$ cat src/rtl/mem_arbiter_if.sv
// Bundle of the IF/D requester ports and the single-port memory port.
// slave is the arbiter's view; master is the requesters/memory side.
interface mem_arbiter_if #(
  parameter int ADDR_W = 64,
  parameter int DATA_W = 64
);
  logic              if_req;
  logic [ADDR_W-1:0] if_adr;
  logic              if_ready;
  logic [DATA_W-1:0] if_rdata;
  logic              if_err;

  logic              d_req;
  logic              d_we;
  logic [ADDR_W-1:0] d_adr;
  logic [DATA_W-1:0] d_wdata;
  logic              d_ready;
  logic [DATA_W-1:0] d_rdata;
  logic              d_err;

  logic [ADDR_W-1:0] mem_adr;
  logic [DATA_W-1:0] mem_datain;
  logic              mem_w;
  logic              mem_r;
  logic [DATA_W-1:0] mem_dataout;

  modport slave (
    input  if_req, if_adr, d_req, d_we, d_adr, d_wdata, mem_dataout,
    output if_ready, if_rdata, if_err, d_ready, d_rdata, d_err,
           mem_adr, mem_datain, mem_w, mem_r
  );

  modport master (
    output if_req, if_adr, d_req, d_we, d_adr, d_wdata, mem_dataout,
    input  if_ready, if_rdata, if_err, d_ready, d_rdata, d_err,
           mem_adr, mem_datain, mem_w, mem_r
  );
endinterface

$ cat src/rtl/mem_arbiter.sv
// Round-robin arbiter sharing one single-port memory between IF (port 0) and D (port 1).
// One transaction per IDLE -> ACCESS -> RESP pass; out-of-range addresses never touch memory.

// Per-port response holding register: captured at the close of ACCESS, held until the next capture.
module mem_arbiter_port #(
  parameter int DATA_W = 64
) (
  input  logic              clk,
  input  logic              rst,
  input  logic              cap,
  input  logic              cap_err,
  input  logic [DATA_W-1:0] cap_data,
  output logic [DATA_W-1:0] rdata,
  output logic              err
);
  always_ff @(posedge clk) begin
    if (rst) begin
      rdata <= '0;
      err   <= 1'b0;
    end else if (cap) begin
      rdata <= cap_data;
      err   <= cap_err;
    end
  end
endmodule

module mem_arbiter #(
  parameter int ADDR_W = 64,
  parameter int DATA_W = 64,
  parameter int DEPTH  = 256
) (
  input logic          clk,
  input logic          rst,
  mem_arbiter_if.slave bus
);
  localparam int NUM_PORTS = 2;
  localparam int PORT_IF   = 0;
  localparam int PORT_D    = 1;
  localparam logic [ADDR_W-1:0] DEPTH_A = ADDR_W'(DEPTH);

  typedef enum logic [1:0] {IDLE, ACCESS, RESP} state_t;

  typedef struct packed {
    logic              port;
    logic [ADDR_W-1:0] adr;
    logic              we;
    logic [DATA_W-1:0] wdata;
    logic              err;
  } req_t;

  state_t state, state_nxt;
  req_t   cur, cur_nxt;
  logic   last_grant, last_grant_nxt;
  logic   gnt;
  logic   acc;
  logic   [NUM_PORTS-1:0] req;
  logic   [NUM_PORTS-1:0] cap;
  logic   [NUM_PORTS-1:0] err_arr;
  logic   [NUM_PORTS-1:0][DATA_W-1:0] rdata_arr;
  logic   [ADDR_W-1:0] sel_adr;
  logic   [DATA_W-1:0] cap_data;

  assign req = {bus.d_req, bus.if_req};

  // On a tie the port that did not win last time goes; single requester always wins.
  always_comb begin
    gnt = req[PORT_D];
    if (req == 2'b11) gnt = ~last_grant;
  end

  assign sel_adr = gnt ? bus.d_adr : bus.if_adr;

  always_ff @(posedge clk) begin
    if (rst) begin
      state      <= IDLE;
      cur        <= '0;
      last_grant <= 1'(PORT_IF);
    end else begin
      state      <= state_nxt;
      cur        <= cur_nxt;
      last_grant <= last_grant_nxt;
    end
  end

  always_comb begin
    state_nxt      = state;
    cur_nxt        = cur;
    last_grant_nxt = last_grant;
    case (state)
      IDLE: begin
        if (|req) begin
          cur_nxt.port   = gnt;
          cur_nxt.adr    = sel_adr;
          cur_nxt.we     = gnt & bus.d_we;
          cur_nxt.wdata  = gnt ? bus.d_wdata : '0;
          cur_nxt.err    = (sel_adr >= DEPTH_A);
          last_grant_nxt = gnt;
          state_nxt      = ACCESS;
        end
      end
      ACCESS:  state_nxt = RESP;
      RESP:    state_nxt = IDLE;
      default: state_nxt = IDLE;
    endcase
  end

  // Memory is only driven during ACCESS; everything is zero otherwise.
  assign acc            = (state == ACCESS);
  assign bus.mem_adr    = acc ? cur.adr   : '0;
  assign bus.mem_datain = acc ? cur.wdata : '0;
  assign bus.mem_w      = acc &  cur.we & ~cur.err;
  assign bus.mem_r      = acc & ~cur.we & ~cur.err;

  // Stores and rejected accesses return zero data.
  assign cap_data = (cur.we | cur.err) ? '0 : bus.mem_dataout;

  for (genvar p = 0; p < NUM_PORTS; p++) begin : g_port
    assign cap[p] = acc && (cur.port == 1'(p));
    mem_arbiter_port #(.DATA_W(DATA_W)) u_port (
      .clk      (clk),
      .rst      (rst),
      .cap      (cap[p]),
      .cap_err  (cur.err),
      .cap_data (cap_data),
      .rdata    (rdata_arr[p]),
      .err      (err_arr[p])
    );
  end

  assign bus.if_ready = (state == RESP) && (cur.port == 1'(PORT_IF));
  assign bus.d_ready  = (state == RESP) && (cur.port == 1'(PORT_D));
  assign bus.if_rdata = rdata_arr[PORT_IF];
  assign bus.if_err   = err_arr[PORT_IF];
  assign bus.d_rdata  = rdata_arr[PORT_D];
  assign bus.d_err    = err_arr[PORT_D];
endmodule

$ cat src/flat_wrapper.sv
// flat-port wrapper written by rule: the top's interface ports become plain ports
module mem_arbiter_flat 
#(
  parameter int ADDR_W = 64,
  parameter int DATA_W = 64,
  parameter int DEPTH  = 256
)
  (clk, rst, bus_if_req, bus_if_adr, bus_d_req, bus_d_we, bus_d_adr, bus_d_wdata, bus_mem_dataout, bus_if_ready, bus_if_rdata, bus_if_err, bus_d_ready, bus_d_rdata, bus_d_err, bus_mem_adr, bus_mem_datain, bus_mem_w, bus_mem_r);
  mem_arbiter_if #(.ADDR_W(ADDR_W), .DATA_W(DATA_W)) bus_i ();
  input logic clk;
  input logic rst;
  input wire logic [$bits(bus_i.if_req)-1:0] bus_if_req;
  input wire logic [$bits(bus_i.if_adr)-1:0] bus_if_adr;
  input wire logic [$bits(bus_i.d_req)-1:0] bus_d_req;
  input wire logic [$bits(bus_i.d_we)-1:0] bus_d_we;
  input wire logic [$bits(bus_i.d_adr)-1:0] bus_d_adr;
  input wire logic [$bits(bus_i.d_wdata)-1:0] bus_d_wdata;
  input wire logic [$bits(bus_i.mem_dataout)-1:0] bus_mem_dataout;
  output wire logic [$bits(bus_i.if_ready)-1:0] bus_if_ready;
  output wire logic [$bits(bus_i.if_rdata)-1:0] bus_if_rdata;
  output wire logic [$bits(bus_i.if_err)-1:0] bus_if_err;
  output wire logic [$bits(bus_i.d_ready)-1:0] bus_d_ready;
  output wire logic [$bits(bus_i.d_rdata)-1:0] bus_d_rdata;
  output wire logic [$bits(bus_i.d_err)-1:0] bus_d_err;
  output wire logic [$bits(bus_i.mem_adr)-1:0] bus_mem_adr;
  output wire logic [$bits(bus_i.mem_datain)-1:0] bus_mem_datain;
  output wire logic [$bits(bus_i.mem_w)-1:0] bus_mem_w;
  output wire logic [$bits(bus_i.mem_r)-1:0] bus_mem_r;
  assign bus_i.if_req = bus_if_req;
  assign bus_i.if_adr = bus_if_adr;
  assign bus_i.d_req = bus_d_req;
  assign bus_i.d_we = bus_d_we;
  assign bus_i.d_adr = bus_d_adr;
  assign bus_i.d_wdata = bus_d_wdata;
  assign bus_i.mem_dataout = bus_mem_dataout;
  assign bus_if_ready = bus_i.if_ready;
  assign bus_if_rdata = bus_i.if_rdata;
  assign bus_if_err = bus_i.if_err;
  assign bus_d_ready = bus_i.d_ready;
  assign bus_d_rdata = bus_i.d_rdata;
  assign bus_d_err = bus_i.d_err;
  assign bus_mem_adr = bus_i.mem_adr;
  assign bus_mem_datain = bus_i.mem_datain;
  assign bus_mem_w = bus_i.mem_w;
  assign bus_mem_r = bus_i.mem_r;
  mem_arbiter #(.ADDR_W(ADDR_W), .DATA_W(DATA_W), .DEPTH(DEPTH)) u_core (.clk(clk), .rst(rst), .bus(bus_i));
endmodule
$ cat config.mk
export PLATFORM = sky130hd
export DESIGN_NAME = mem_arbiter_flat
export DESIGN_NICKNAME = d
export VERILOG_FILES = /design/src/rtl/mem_arbiter_if.sv /design/src/rtl/mem_arbiter.sv /design/src/flat_wrapper.sv
export SDC_FILE = /design/constraint.sdc
export NUM_CORES = 1
export LEC_CHECK = 0
export CAP_MARGIN = 40
export CORE_AREA = 2 2 206 208
export CTS_CLUSTER_DIAMETER = 30
export DETAILED_ROUTE_END_ITERATION = 16
export DIE_AREA = 0 0 208 210
export HOLD_SLACK_MARGIN = 0.05
export PLACE_DENSITY = 0.63
export SETUP_SLACK_MARGIN = 0.15
export SLEW_MARGIN = 20
export SYNTH_ARGS = -nofsm -noshare
export SYNTH_HDL_FRONTEND = slang
export SYNTH_HIERARCHICAL = 1
export SYNTH_SLANG_ARGS = --single-unit
$ cat constraint.sdc
create_clock -name clk -period 3.1 [get_ports clk]
set_input_delay 0.62 -clock clk [delete_from_list [all_inputs] [get_ports clk]]
set_output_delay 0.62 -clock clk [all_outputs]
set_load 0.05 [all_outputs]
==> impl_metrics.tcl, run 1 <==
set metrics [dict create \
    outcome "finished, final reports clean" \
    antenna_found_initial 4 \
    vias_per_cell 4.68 \
    worst_hold_slack_ns 0.486 \
    rsz0062_at_grt "no" \
    yosys_warnings 6 \
    numCtsBuffers 68 \
    hold_viol_final 0 \
    die_w_um 208 \
    arrival_ns 2.22 \
    cp-end-kind "primary output" \
    routedWlPerCell_um 17.9 \
    postCtsSetupBuffers 0 \
    finalSetupViolations 0 \
    htree_num_levels 3 \
    synthCells 1269 \
    clockBufferDepth 3 \
    ctsHoldBuffers 0 \
    cp_top_family "buffers and inverters" \
    worstPathRequired_ns 2.48 \
    clk-insertion-delay-late_ns 0.55 \
    worstMarginPinSlew_ns 0.675 \
    grt_max_degree 88 \
    grt_usage 0.188 \
    grt_first_pass_wirelength_um 64800 \
    grt_pass1_vias 11400 \
    syn2layout_area_growth_pct 65.3 \
    p_leak_nw 7.54 \
    startpoint_type "flip-flop" \
    rows 75 \
    synth.avg_cell_area_um2 9.03 \
    maxCapViolCount 0 \
    cts_tree "built" \
    path_cells "nor3b_1 > clkdlybuf4s50_1" \
    io_pins 523 \
    dp_hpwl_um 30700 \
    final_core_util 0.457 \
    min_path_type "reg2reg" \
    gp_congestion 0.851 \
    ys_seq_area_frac 0.459 \
    clk_pin_slew_worst_paths_ns 0.04 \
    start_util 0.276 \
    clock_skew_ns 0.0150 \
    drtAntennaViolNets 0 \
    powerDensity_mw_per_mm2 656 \
    clock.fmax_mhz 352 \
    crit_type "reg2out" \
    finalCriticalPeriod_ns 2.84 \
    cts_root_buf "clkbuf_16" \
    syn_area_mm2 0.0115 \
    globalRouteOverflowTotal 0 \
    relSlewSlack 0.549 \
    design_area_mm2 0.0189 \
    dr.pass1.iters 5 \
    power_mw 12.4 \
    layout.nets 2046 \
    crit_path_max_incr_delay_ns 0.96 \
    drive_above_1_share 0.139 \
    core_area_mm2 0.0415 \
    dr_total_vias 11100 \
    place_area_mm2 0.0168 \
    syn_nets 1530 \
    fin_crit_sh 0.916 \
    io_buffers 522 \
    drc 0 \
    timing.setup.tns_ns 0 \
    synth_cell_types 30 \
    ir_worst_vdd_uv 505 \
    routed_wl_um 42500 \
    critical_path_buf_inv_count 1 \
    ys_ff_latch 263 \
    die-height_um 210 \
    drt_iter0_markers 514 \
    cp_slowest_cell "clkdlybuf4s50_1" \
    dieArea_mm2 0.0437 \
    maxSlewViolCount 0 \
    cts_sinks 263 \
    worst-path-max-fanout 7 \
]
-- cells in the mapped netlist (all sizes together) --
library cell | number | area (um^2)
o221a | 1 | 11.3
mux2i | 130 | 1300
and2b | 1 | 7.51
clkbuf | 40 | 150
a21oi | 2 | 10.0
or4 | 2 | 15.0
nand2 | 128 | 480
a311oi | 64 | 623
nor2 | 268 | 1010
and3b | 1 | 8.76
nand4 | 6 | 37.5
o21a | 1 | 7.51
a22oi | 65 | 488
and2 | 193 | 1210
nor3b | 2 | 15.0
nor3 | 5 | 36.3
nor4 | 26 | 163
buf | 65 | 578
o21ai | 1 | 8.76
nand2b | 1 | 6.26
a21bo | 1 | 16.3
dfxtp | 263 | 5270
a21boi | 1 | 11.3
nand3 | 2 | 10.0
-- registers in the layout, summed over array words and instances (netlist names) --
name	flops
u_core/state	2
u_core/g_port.u_port/rdata	128
u_core/last_grant	1
u_core/g_port.u_port/err	2
u_core/cur	130
-- timing repair --
item / in CTS / in global routing
endpoints found under the setup margin: 70 / 6
resized for setup: 34 / 3
cloned: 1 / 0
endpoints found under the hold margin: 0 / 0
-- cell families after synthesis --
logic type / after synthesis / synth area share
buffers and inverters: 105 / 0.0635
AO/OA/AOI/OAI: 136 / 0.103
flip-flops: 263 / 0.459
multiplexers: 130 / 0.114
AND/OR/NAND/NOR: 635 / 0.261
-- power breakdown --
group / switching, mW / leakage, nW / internal, mW
registers: 0.117 / 2.15 / 3.61
clock network: 1.97 / 1.09 / 4.74
logic: 1.16 / 4.30 / 0.831
-- layout make-up --
cell class	instances	area, um^2
antenna	2	5.00
multi-input combinational	902	5530
timing repair buffer	550	5260
tap	539	674
fill	3993	22500
clock buffer	97	2000
clock inverter	18	203
sequential	263	5270
-- worst reg2reg max path: stages, from the launching register on --
cell     delay, ns
dfxtp_1       0.47
and2b_2       0.44
and2_4        0.45
buf_12        0.26
mux2i_1       0.26
nor2_1        0.06
-- cell usage in the layout (no fill, tap or decap), types with 30 or more instances in the layout --
cell,n
dlygate4sd2_1,30
clkbuf_16,71
mux2i_1,130
dfxtp_1,263
buf_4,118
nand2_1,128
a22oi_1,65
clkdlybuf4s50_1,390
a311oi_1,54
and2_1,192
nor2_1,266
-- metrics by stage --
step / setup WS (ns) / cells
global route: 0.177 / 2371
finish: 0.260 / 2371
CTS: 0.164 / 2369
detailed placement: 0.294 / 2253
global placement: 0.280 / 2253
floorplan: 0.760 / 1269
-- layer usage --
metal | wire, um | vias up | global-route usage
met5 | 13 | - | 0
met4 | 1090 | 2 | 0.0726
met3 | 4090 | 79 | 0.0708
met2 | 20300 | 519 | 0.320
met1 | 17000 | 5119 | 0.214
li1 | - | 5368 | -
-- path summary, 6_finish.rpt --
kind | end | slack (ns) | startpoint | depth (start not counted)
setup / recovery | bus_if_ready | 0.26 | u_core/state[1]$_SDFFE_PP0P_ | 2
setup reg to reg | u_core/g_port[1].u_port/rdata[35]$_SDFFE_PP0P_ | 1.02 | u_core/state[0]$_SDFFE_PP0P_ | 5
hold reg to reg | u_core/cur[79]$_SDFFE_PP0P_ | 0.49 | u_core/cur[79]$_SDFFE_PP0P_ | 2
hold / removal | u_core/cur[79]$_SDFFE_PP0P_ | 0.49 | u_core/cur[79]$_SDFFE_PP0P_ | 2
Note: power is estimated with default switching activity, not from simulation.
==> inputs of run 2 (changes only) <==
--- a/config.mk
+++ b/config.mk
@@ -12,6 +12,7 @@
 export DIE_AREA = 0 0 208 210
 export HOLD_SLACK_MARGIN = 0.05
 export PLACE_DENSITY = 0.63
+export RECOVER_POWER = 50
 export SETUP_SLACK_MARGIN = 0.15
 export SLEW_MARGIN = 20
 export SYNTH_ARGS = -nofsm -noshare
==> run 2 against run 1 <==
Critical path depth did not move; critical path type unchanged; worst hold slack did not move; sequential share of layout area rose by 0.12 points; sequential power barely moved; largest power group unchanged; core utilization fell by 0.20 points; setup slack improved by 0.014 ns; via count barely moved; the flow now finishes with violations (max-capacitance violations, max-slew violations); register-to-register slack got worse by 0.67 ns; design area fell by 0.43%; global-route usage did not move.
==> impl_metrics.tcl, run 2 (synthesis results as in run 1) <==
set metrics [dict create \
    startpoint_type "flip-flop" \
    clock.fmax_mhz 354 \
    rows 75 \
    vias_per_cell 4.67 \
    worstMarginPinSlew_ns 1.85 \
    powerDensity_mw_per_mm2 658 \
    core_area_mm2 0.0415 \
    dp_hpwl_um 30700 \
    arrival_ns 2.21 \
    numCtsBuffers 68 \
    cp-end-kind "primary output" \
    die_w_um 208 \
    io_buffers 522 \
    fin_crit_sh 0.912 \
    grt_usage 0.188 \
    cp_top_family "buffers and inverters" \
    rsz0062_at_grt "no" \
    hold_viol_final 0 \
    clk-insertion-delay-late_ns 0.55 \
    cts_root_buf "clkbuf_16" \
    io_pins 523 \
    dr_total_vias 11100 \
    path_cells "nor3b_1 > clkdlybuf4s50_1" \
    htree_num_levels 3 \
    ctsHoldBuffers 0 \
    design_area_mm2 0.0189 \
    worstPathRequired_ns 2.48 \
    final_cell_mix "390 x clkdlybuf4s50_1, 267 x nor2_1, 263 x dfxtp_1" \
    dieArea_mm2 0.0437 \
    start_util 0.276 \
    drtAntennaViolNets 0 \
    place_area_mm2 0.0168 \
    grt_first_pass_wirelength_um 64800 \
    layout.nets 2046 \
    globalRouteOverflowTotal 0 \
    die-height_um 210 \
    clockBufferDepth 3 \
    maxSlewViolCount 88 \
    maxCapViolCount 1 \
    grt_pass1_vias 11400 \
    postCtsSetupBuffers 0 \
    min_path_type "reg2reg" \
    cts_sinks 263 \
    drive_above_1_share 0.136 \
    clock_skew_ns 0.0157 \
    critical_path_buf_inv_count 1 \
    finalCriticalPeriod_ns 2.83 \
    drc 0 \
    final_common_cell "clkdlybuf4s50_1" \
    syn2layout_area_growth_pct 64.6 \
    violations "max-capacitance violations, max-slew violations" \
    dr.pass1.iters 5 \
    power_mw 12.4 \
    cp_slowest_cell "clkdlybuf4s50_1" \
    crit_type "reg2out" \
    grt_max_degree 88 \
    top_register "u_core/cur" \
    largest_register_ffs 130 \
    relSlewSlack -0.232 \
    drt_iter0_markers 561 \
    ir_worst_vdd_uv 504 \
    crit_path_max_incr_delay_ns 0.95 \
    top_regs "u_core/cur x130, u_core/g_port.u_port/rdata x128" \
    p_leak_nw 7.51 \
    timing.setup.tns_ns 0 \
    outcome "finished with violations" \
    cts_tree "built" \
    routed_wl_um 42600 \
    finalSetupViolations 0 \
    routedWlPerCell_um 18.0 \
    clk_pin_slew_worst_paths_ns 0.04 \
    antenna_found_initial 4 \
    worst-path-max-fanout 7 \
    gp_congestion 0.851 \
]
==> run 2: tightest hold or removal path: stages, from the launching register on <==
cell and delay, ns:
dfxtp_1 0.29, nor2_1 0.09, a311oi_1 0.05
==> run 2: routing by layer <==
metal,vias up,GRT usage,wire [um]
met2,509,0.320,20400
met1,5131,0.214,17100
met4,2,0.0726,1010
met3,68,0.0708,4040
li1,5371,-,-
met5,-,0,13
==> run 2: final timing paths <==
| check | from | to | slack (ns) | cells after the start |
|---|---|---|---|---|
| max | u_core/state[1]$_SDFFE_PP0P_ | bus_if_ready | 0.27 | 2 |
| min | u_core/cur[79]$_SDFFE_PP0P_ | u_core/cur[79]$_SDFFE_PP0P_ | 0.49 | 2 |
| max reg2reg | u_core/state[0]$_SDFFE_PP0P_ | u_core/g_port[1].u_port/rdata[35]$_SDFFE_PP0P_ | 0.35 | 5 |
| min reg2reg | u_core/cur[79]$_SDFFE_PP0P_ | u_core/cur[79]$_SDFFE_PP0P_ | 0.49 | 2 |
==> run 2: area by class of cell <==
class                   count  area (um^2)
diodes                      2         5.00
flip-flops and latches    263         5270
well taps                 539          674
multi-input cells         902         5500
repair buffers            550         5210
fillers                  4009        22600
clock buffers              97         2000
clock inverters            18          203
==> run 2: power by group <==
part	switching, mW	internal [mW]	leakage, nW
registers	0.116	3.61	2.15
logic	1.15	0.822	4.28
clock network	1.97	4.74	1.09
total	3.24	9.17	7.51
==> run 2: what timing repair did <==
action / 4_1_cts / 5_1_grt
endpoints found under the setup margin: 70 / 6
gates cloned: 1 / 0
gates resized for setup: 34 / 3
==> run 2: metrics by stage <==
step / hold slack, ns / instances / worst slack (ns) / utilization
final: 0.486 / 2371 / 0.274 / 0.455
after global routing: 0.504 / 2371 / 0.137 / 0.455
after CTS: 0.490 / 2369 / 0.164 / 0.457
after detailed placement: 0.478 / 2253 / 0.294 / 0.404
after global placement: 0.470 / 2253 / 0.280 / 0.404
after floorplan: 0.457 / 1269 / 0.760 / -
==> inputs of run 3 (changes only) <==
--- a/config.mk
+++ b/config.mk
@@ -7,6 +7,7 @@
 export LEC_CHECK = 0
 export CAP_MARGIN = 40
 export CORE_AREA = 2 2 206 208
+export CTS_BUF_LIST = sky130_fd_sc_hd__clkbuf_16
 export CTS_CLUSTER_DIAMETER = 30
 export DETAILED_ROUTE_END_ITERATION = 16
 export DIE_AREA = 0 0 208 210
==> run 3 against run 2 <==
The flow still finishes with violations (max-capacitance violations, max-slew violations); combinational power barely moved; wire length barely moved; critical path depth did not move; register-to-register slack improved by 0.02 ns; worst hold slack barely moved; design area fell by 0.69%.
==> impl_metrics.tcl, run 3 (synthesis results as in run 1) <==
set metrics [dict create \
    dr_total_vias 11100 \
    worstMarginPinSlew_ns 1.84 \
    clock.fmax_mhz 353 \
    routedWlPerCell_um 17.9 \
    postCtsSetupBuffers 0 \
    finalCriticalPeriod_ns 2.83 \
    p_sw_mw 3.23 \
    startpoint_type "flip-flop" \
    p_clk_frac 0.526 \
    numCtsBuffers 68 \
    core_area_mm2 0.0415 \
    drc 0 \
    drt_iter0_markers 506 \
    switching_share 0.269 \
    clock_skew_ns 0.0156 \
    io_pins 523 \
    die_w_um 208 \
    grt_first_pass_wirelength_um 64700 \
    rows 75 \
    outcome "finished with violations" \
    reg2reg_to "u_core/g_port[1].u_port/rdata[39]$_SDFFE_PP0P_" \
    cts_sinks 263 \
    vias_per_cell 4.67 \
    p_int_mw 8.80 \
    crit_type "reg2out" \
    hold_end "u_core/g_port[0].u_port/rdata[5]$_SDFFE_PP0P_" \
    final_cell_mix "390 x clkdlybuf4s50_1, 267 x nor2_1, 263 x dfxtp_1" \
    min_from "u_core/g_port[0].u_port/rdata[5]$_SDFFE_PP0P_" \
    dr.pass1.iters 5 \
    worstPathRequired_ns 2.48 \
    layout.nets 2046 \
    combPwrFrac 0.164 \
    reg2reg_from "u_core/state[0]$_SDFFE_PP0P_" \
    maxCapViolCount 1 \
    dp_hpwl_um 30700 \
    gp_congestion 0.851 \
    relSlewSlack -0.227 \
    routed_wl_um 42600 \
    grt_max_degree 88 \
    cp-end-kind "primary output" \
    top_register "u_core/cur" \
    clockBufferDepth 3 \
    clk_pin_slew_worst_paths_ns 0.04 \
    drtAntennaViolNets 0 \
    violations "max-capacitance violations, max-slew violations" \
    design_area_mm2 0.0187 \
    whs_path_depth 2 \
    top_regs "u_core/cur x130, u_core/g_port.u_port/rdata x128" \
    arrival_ns 2.21 \
    p_leak_nw 7.50 \
    worst-path-max-fanout 7 \
    dieArea_mm2 0.0437 \
    seq_power_share 0.310 \
    maxSlewViolCount 88 \
    syn2layout_area_growth_pct 63.4 \
    finalSetupViolations 0 \
    rsz0062_at_grt "no" \
    die-height_um 210 \
    powerDensity_mw_per_mm2 642 \
    min_path_type "reg2reg" \
    globalRouteOverflowTotal 0 \
    antenna_found_initial 4 \
    grt_usage 0.188 \
    hold_viol_final 0 \
    cts_tree "built" \
    place_area_mm2 0.0168 \
    r2r_slack_ns 0.37 \
    io_buffers 522 \
    grt_pass1_vias 11400 \
    final_common_cell "clkdlybuf4s50_1" \
    fin_crit_sh 0.913 \
    drive_above_1_share 0.129 \
    timing.setup.tns_ns 0 \
    cts_root_buf "clkbuf_16" \
    htree_num_levels 3 \
    start_util 0.276 \
    ir_worst_vdd_uv 502 \
    largest_register_ffs 130 \
    reg2regPathDepth 5 \
    clk-insertion-delay-late_ns 0.55 \
]
## run 3: cell types whose count changed in the layout (fill, tap and decap cells not counted)
cell / previous run / this run
clkbuf_1: 14 / 1
inv_1: 0 / 13
clkinv_1: 0 / 13
clkbuf_8: 13 / 0
## run 3: worst max path at each step
stage,cells past startpoint,endpoint,slack [ns],from
global route,3,u_core/cur[0]$_SDFFE_PP0P_,0.14,rst
detailed placement,3,bus_mem_w,0.29,u_core/state[0]$_SDFFE_PP0P_
CTS,4,bus_mem_adr[23],0.16,u_core/state[0]$_SDFFE_PP0P_
finish,2,bus_if_ready,0.27,u_core/state[1]$_SDFFE_PP0P_
floorplan,2,bus_mem_w,0.76,u_core/state[0]$_SDFFE_PP0P_
global placement,3,bus_mem_w,0.28,u_core/state[0]$_SDFFE_PP0P_
## run 3: layout make-up
cell class	instances	area, um^2
fill	4022	22700
clock buffer	71	1780
timing repair buffer	550	5210
antenna	2	5.00
tap	539	674
sequential	263	5270
clock inverter	44	300
multi-input combinational	902	5500
## run 3: what timing repair did
action,in CTS,in global routing
resized for setup,34,3
hold buffers,0,0
setup endpoints to repair,70,6
cloned,1,0
## run 3: through the flow
stage          setup slack [ns]   util  power (mW)  hold slack, ns  instances
2_1_floorplan             0.760      -        4.99           0.457       1269
5_1_grt                   0.137  0.452        12.5           0.504       2371
4_1_cts                   0.164  0.454        12.2           0.490       2369
6_report                  0.271  0.452        12.0           0.486       2371
3_3_place_gp              0.280  0.404        5.76           0.470       2253
3_5_place_dp              0.294  0.404        5.78           0.478       2253
## run 3: layer usage
layer	GRT usage	vias to the layer above	wire length [um]
li1	-	5370	-
met1	0.215	5137	17000
met2	0.321	507	20500
met3	0.0703	68	4080
met4	0.0690	2	969
met5	0	-	13
## run 3: power groups by stage
stage	combinational, mW	clock (mW)	sequential (mW)
after global routing	2.12	6.66	3.75
after global placement	1.98	0	3.78
final	1.98	6.33	3.73
after detailed placement	2.00	0	3.78
after floorplan	1.05	0	3.94
after CTS	2.01	6.48	3.73
## run 3: worst max-delay path: stages (launching register included)
cell and delay [ns]:
dfxtp_1 0.45, nor3b_1 0.25, clkdlybuf4s50_1 0.95
